`config.mk`:
```
export PLATFORM = sky130hd
export DESIGN_NAME = pipelined_prefix_adder
export DESIGN_NICKNAME = d
export VERILOG_FILES = /design/src/rtl/pipelined_prefix_adder.sv
export SDC_FILE = /design/constraint.sdc
export NUM_CORES = 1
export LEC_CHECK = 0
export BUFFER_PORTS_ARGS = -buffer_cell sky130_fd_sc_hd__buf_2
export CAP_MARGIN = 20
export CORE_UTILIZATION = 62
export DETAILED_ROUTE_END_ITERATION = 10
export PLACE_DENSITY = 0.83
export SYNTH_ARGS = -nofsm -noshare
export SYNTH_HDL_FRONTEND = slang
export SYNTH_SLANG_ARGS = --single-unit
```
`constraint.sdc`:
```
create_clock -name clk -period 10.43 [get_ports clk]
set_clock_uncertainty 0.05 [all_clocks]
set_input_delay 2.086 -clock clk [delete_from_list [all_inputs] [get_ports clk]]
set_output_delay 2.086 -clock clk [all_outputs]
set_load 0.005 [all_outputs]
```
`src/rtl/pipelined_prefix_adder.sv`:
```
// Pipelined Kogge-Stone add/subtract, valid/ready at both ends, latency STAGES cycles; stalls ripple back through full stages only.
// Define ADDER_PERF_CNT_EN to add the saturating perf_ops / perf_stall counters.
module pipelined_prefix_adder #(
    parameter int DATA_WIDTH = 32,
    parameter int STAGES     = 2,
    parameter int TAG_WIDTH  = 4
) (
    input  logic                  clk,
    input  logic                  rst,
    input  logic                  in_valid,
    output logic                  in_ready,
    input  logic [DATA_WIDTH-1:0] in_a,
    input  logic [DATA_WIDTH-1:0] in_b,
    input  logic                  in_cin,
    input  logic                  in_op,
    input  logic [TAG_WIDTH-1:0]  in_tag,
    output logic                  out_valid,
    input  logic                  out_ready,
    output logic [DATA_WIDTH-1:0] out_sum,
    output logic                  out_cout,
    output logic                  out_ovf,
    output logic [TAG_WIDTH-1:0]  out_tag
`ifdef ADDER_PERF_CNT_EN
    ,
    output logic [31:0]           perf_ops,
    output logic [31:0]           perf_stall
`endif
);

    localparam int W      = DATA_WIDTH;
    localparam int LEVELS = $clog2(DATA_WIDTH);

    // Prefix level already applied when stage k's register is loaded.
    function automatic int lvl_at(input int k);
        int r;
        if (k <= 1 || STAGES < 2) return 0;
        r = ((k - 1) * LEVELS + STAGES - 2) / (STAGES - 1);
        return (r > LEVELS) ? LEVELS : r;
    endfunction

    function automatic int seg_hi(input int k);
        return (k >= STAGES) ? LEVELS : lvl_at(k + 1);
    endfunction

    logic [STAGES:1]      v_q;
    logic [STAGES:1]      ld;
    logic [STAGES:1]      c_q;
    logic [STAGES:1]      m_q;
    logic [W-1:0]         g_q  [1:STAGES];
    logic [W-1:0]         p_q  [1:STAGES];
    logic [W-1:0]         x_q  [1:STAGES];
    logic [TAG_WIDTH-1:0] t_q  [1:STAGES];
    logic [W-1:0]         g_nx [1:STAGES];
    logic [W-1:0]         p_nx [1:STAGES];
    logic [W-1:0]         b_eff;
    logic [W-1:0]         pg_g;
    logic [W-1:0]         pg_p;
    logic [W:0]           carry;
    logic                 ld_acc;

    assign b_eff = in_op ? ~in_b : in_b;

    always_comb begin
        ld         = '0;
        ld_acc     = !v_q[STAGES] || out_ready;
        ld[STAGES] = ld_acc;
        for (int i = STAGES - 1; i >= 1; i--) begin
            ld_acc = !v_q[i] || ld_acc;
            ld[i]  = ld_acc;
        end
    end

    assign in_ready = ld[1];

    // Levels between register k and register k+1 (or the output after the last register).
    always_comb begin
        g_nx = '{default: '0};
        p_nx = '{default: '0};
        pg_g = '0;
        pg_p = '0;
        for (int k = 1; k <= STAGES; k++) begin
            pg_g = g_q[k];
            pg_p = p_q[k];
            for (int l = 1; l <= LEVELS; l++) begin
                if (l > lvl_at(k) && l <= seg_hi(k)) begin
                    for (int i = W - 1; i >= (1 << (l - 1)); i--) begin
                        pg_g[i] = pg_g[i] | (pg_p[i] & pg_g[i - (1 << (l - 1))]);
                        pg_p[i] = pg_p[i] & pg_p[i - (1 << (l - 1))];
                    end
                end
            end
            g_nx[k] = pg_g;
            p_nx[k] = pg_p;
        end
    end

    always_ff @(posedge clk) begin
        if (rst) begin
            v_q <= '0;
            c_q <= '0;
            m_q <= '0;
            for (int k = 1; k <= STAGES; k++) begin
                g_q[k] <= '0;
                p_q[k] <= '0;
                x_q[k] <= '0;
                t_q[k] <= '0;
            end
        end else begin
            if (ld[1]) begin
                v_q[1] <= in_valid;
                g_q[1] <= in_a & b_eff;
                p_q[1] <= in_a ^ b_eff;
                x_q[1] <= in_a ^ b_eff;
                c_q[1] <= in_cin ^ in_op;
                m_q[1] <= in_a[W-1];
                t_q[1] <= in_tag;
            end
            for (int k = 2; k <= STAGES; k++) begin
                if (ld[k]) begin
                    v_q[k] <= v_q[k-1];
                    g_q[k] <= g_nx[k-1];
                    p_q[k] <= p_nx[k-1];
                    x_q[k] <= x_q[k-1];
                    c_q[k] <= c_q[k-1];
                    m_q[k] <= m_q[k-1];
                    t_q[k] <= t_q[k-1];
                end
            end
        end
    end

    // Carry into bit i+1 is the full group generate over [i:0], with the carry-in folded in via propagate.
    assign carry     = {g_nx[STAGES] | (p_nx[STAGES] & {W{c_q[STAGES]}}), c_q[STAGES]};
    assign out_valid = v_q[STAGES];
    assign out_sum   = x_q[STAGES] ^ carry[W-1:0];
    assign out_cout  = carry[W];
    assign out_ovf   = !x_q[STAGES][W-1] && (out_sum[W-1] != m_q[STAGES]);
    assign out_tag   = t_q[STAGES];

`ifdef ADDER_PERF_CNT_EN
    always_ff @(posedge clk) begin
        if (rst) begin
            perf_ops   <= '0;
            perf_stall <= '0;
        end else begin
            if (out_valid && out_ready && perf_ops != 32'hFFFF_FFFF)
                perf_ops <= perf_ops + 32'd1;
            if (out_valid && !out_ready && perf_stall != 32'hFFFF_FFFF)
                perf_stall <= perf_stall + 32'd1;
        end
    end
`endif

endmodule

```
Word-level counts from Yosys, hierarchy flattened
Memory sizes are Yosys's and may differ from the RTL's.
Cells that the tools add are included.
Cells by class
  eq/ne operators: 1
  muxes and demuxes: 17
  bitwise gates (word level): 402
  reduce and logical (&&, ||, !) cells: 6
Operators by type and width (count)
  1-bit bitwise AND: 258
  32-bit two-way mux: 7
  1-bit OR: 137
  32-bit bitwise AND: 2
  32-bit XOR: 2
  32-bit NOT: 1
  32-bit OR: 1
  1-bit two-way mux: 8
  4-bit two-way mux: 2
  1-bit zero test: 3
  1-bit logical OR: 2
  1-bit logical AND: 1
  1-bit != test: 1
  1-bit XOR: 1
Storage, ports and cells
  flip-flop bits (word level): 6
  RAM bits: 200
  bits of input ports: 74
  word-level logic and storage cells: 436
  memories: 4
Memories
  g_q: words 2, bits a word 32, read ports 2, clocked after Yosys merged registers in 0, wr ports 2, RTL line 49  | logic [W-1:0] g_q [1:STAGES];
  p_q: words 2, bits a word 32, read ports 2, clocked after Yosys merged registers in 0, wr ports 2, RTL line 50  | logic [W-1:0] p_q [1:STAGES];
  x_q: words 2, bits a word 32, read ports 2, clocked after Yosys merged registers in 0, wr ports 2, RTL line 51  | logic [W-1:0] x_q [1:STAGES];
  t_q: words 2, bits a word 4, read ports 2, clocked after Yosys merged registers in 0, wr ports 2, RTL line 52  | logic [TAG_WIDTH-1:0] t_q [1:STAGES];

Depth between registers and ports, before layout
  depth in word-level cells: 11
  mapped depth: 8
  gate-level depth less buffers: 7

Least setup slack after synthesis
Ideal clock, no wire load.
  path kind: in2reg
  start point: input port rst
  end point: memory g_q[2][0] (netlist name), enable pin
  arrival: 4.772 ns
  required time: 9.906 ns
  setup slack: 5.133 ns
  stages on the path: 2
  cells stage by stage: clkbuf_1 > nand2b_1
RTL lines
  from (decl): RTL line 9  | input logic rst,
  to (decl): RTL line 49

Worst setup path after layout
  start point: input port out_ready
  end point: output port in_ready
On the way
  longest elaborated chain between the ends: 2
RTL lines
  from (decl): RTL line 18  | input logic out_ready,
  1-bit logical OR: RTL line 65  | ld_acc = !v_q[STAGES] || out_ready;
  1-bit logical OR: RTL line 68  | ld_acc = !v_q[i] || ld_acc;
  to (decl): RTL line 11  | output logic in_ready,
Every way passes these cells.

==> implementation parameters <==
Parameter                              Value

Yosys
  Mean post-synth cell area ... about 12 um^2
  Count of flip-flops with a built-in enable after synthesis ... 167
  Number of nets produced by synthesis ... 828
  Mapped Area ... 8570 um^2
  Cell type with the highest aggregate area in the netlist ... edfxtp_1
  Count of warnings emitted by yosys ... 0
  Leading cell type by number of instances after synthesis ... edfxtp_1
  Biggest area contributors in the synthesized netlist ... edfxtp_1 (59%), and2_1 (7.7%), ha_1 (4.8%), a21oi_1 (4.3%), xor2_1 (3.4%)
  Sequential area share after synthesis ... 0.599
  Top cells by count, synth ... edfxtp_1 (167), and2_1 (105), a21oi_1 (74)
  Ys async rst share ... 0
  Number of distinct library cell variants in the gate-level netlist after synthesis ... 52
  Total of flip-flops plus latches after synthesis ... 173
  Synth top area share ... 0.585
  Instance count of the mapped netlist ... 721
  Most common flop cell mapped by yosys ... edfxtp_1

GRT
  Met2 usage ... 0.401
  Number of antenna violations at the first check in global routing ... 0
  Vias in the first global route ... 5,585
  Met3 global-route usage ... 0.0475
  Pin count of the biggest net entering global routing ... 74
  Grt met1 use ... 0.389
  GR Overflow Total ... 0
  Wire length of the first global-routing pass ... between 20 and 30 mm
  GRT Overall Usage ... 0.267
  Busiest metal layer after global routing ... met2

Timing
  Maximum achievable frequency ... ~0.2 GHz
  Final min period ... about 5 ns
  Final count of negative-setup-slack endpoints ... 0
  Fin. max-slew vios ... 0
  Worst slew margin ... 0.376
  Unrepaired setup endpoints after global routing ... no
  Least-Margin Pin Slew ... between 0.9 and 1 ns
  Final count of hold timing violations ... 0
  Setup total negative slack ... 0 ns
  Post-route clock period utilization ... 0.480

Pwr
  Pwr/cell area ... approximately 170 nW/um^2
  Max rail drop VDD ... 0.000134 V
  Reported leakage power ... 0.00412 uW

Layout
  Post-Layout Inst Area ... 9860 um^2
  Share of cells above drive strength 1 ... 0.185
  Layout overhead on the synthesized area ... 15.1%
  Number of nets at the end of the flow ... around 930
  Number of diodes added for antenna fixing ... 0

Worst setup path
  Maximum fanout along the worst path ... 12
  Worst endpoint required time ... 8.29 ns
  Arrival time worst endpoint ... 2.87 ns
  Worst setup SP type ... input pin
  Type of the worst setup path ... in -> out
  Endpoint class of the critical path ... output port

Drt
  Detailed Route WL ... about 18 mm
  Average routed wire per standard cell ... between 15 and 20 um
  Number of DRC violations after detailed routing ... 0
  Total number of vias ... 5,933
  Number of optimization iterations in the first detailed-route pass ... 5
  Vias per cell ... 5.86
  Detail Route Antenna Nets ... 0
  Number of DRC violations after detailed-routing iteration 0 ... 688

Placement
  Global placer's final weighted congestion ... 0.905
  Half-perimeter wire length of the detailed placement result ... 13.0 mm
  Number of port buffers ... 113
  Area after DPL ... 9270 um^2

CTS
  Cts bufs inserted ... 17
  Clock slew at the register clock pins of the worst setup and hold paths ... 0.06 ns
  Worst-skew pair later-pin latency ... between 0.4 and 0.5 ns
  Total number of H-tree levels ... 4
  TritonCTS clock tree ... built
  Number of hold buffers added after CTS ... 0
  Clock net sink count ... 173
  Post-CTS setup-driven buffer insertion count ... 0
  Cells resized by post-CTS repair ... 0
  Clock root buffer ... clkbuf_16
  Number of buffers on the longest clock path ... 2

Outcome
  Run status ... completed

Floorplanning
  Width of the chip ... 120 um
  Site Rows ... 42
  Die span in y ... 120 um
  Die ar. ... 14,300 um^2
  Core area ... 13,300 um^2
  Initial standard-cell utilization of the core ... 0.642
  Top-level port count ... 114

Min path
  Class of the worst hold path ... reg -> reg

Flow run
  Number of maximum-capacitance constraint violations ... 0
==> report_power, final <==
group / total, uW / switching (uW) / internal [uW]
registers: 858 / 45.8 / 812
logic: 171 / 89.3 / 81.5
clock network: 616 / 244 / 372
total: 1640 / 379 / 1270
==> layer usage <==
metal | vias up | routed length [um]
met5 | - | 0
met4 | 0 | 453
met1 | 2763 | 8070
met3 | 44 | 1410
li1 | 2818 | -
met2 | 308 | 8340
==> metrics by stage <==
stage	setup WS, ns	power [uW]	hold WS (ns)	utilization	std cells
floorplan	5.13	961	0.407	-	721
global placement	5.48	1030	0.429	0.694	981
detailed placement	5.45	1040	0.458	0.694	981
CTS	5.42	1650	0.466	0.737	1012
global route	5.39	1700	0.480	0.739	1013
finish	5.42	1650	0.469	0.739	1013
==> registers in the layout (all words and copies together) (netlist names) <==
signal  flops
g_q        64
c_q         2
t_q         8
x_q        64
m_q         2
v_q         2
p_q        31
==> worst max-delay path, cell delays in order <==
cell and delay (ns):
buf_2 0.12, nor2b_1 0.11, buf_4 0.24, nand2_1 0.15, buf_2 0.16
==> cells in the final DEF (no fill, tap or decap), types with 7 or more instances in the layout <==
cell / n
a21oi_1: 73
nand4_1: 17
nor2_1: 48
nor3_1: 11
buf_2: 113
nand3_1: 7
o21ai_0: 22
nand2_1: 39
inv_1: 15
and2_1: 105
edfxtp_1: 167
xnor2_1: 32
ha_1: 33
xor2_1: 33
o21a_1: 8
clkbuf_16: 17
==> area by class of cell <==
class	instances	area [um^2]
Multi-Input combinational cell	499	3250
Sequential cell	173	5130
Inverter	15	56.3
Timing Repair Buffer	119	631
Fill cell	912	3490
Tap cell	176	220
Clock buffer	22	444
Clock inverter	9	120
==> kinds of logic after synthesis <==
kind of cell	Yosys count	synth area share
compound gates	147	0.102
xor+xnor	65	0.0665
fa+ha+maj	33	0.0482
buf+inv	49	0.0237
flops	173	0.599
mux	2	0.00234
simple gates	252	0.158
==> worst paths after layout <==
| path | startpoint | to | slack [ns] | cells after the start |
|---|---|---|---|---|
| min reg2reg | m_q[1] | m_q[1] | 0.47 | 2 |
| max reg2reg | x_q[1][1] | g_q[2][26] | 8.02 | 6 |
| min | m_q[1] | m_q[1] | 0.47 | 2 |
| max | out_ready | in_ready | 5.42 | 5 |
(Power assumes the default switching activity.)
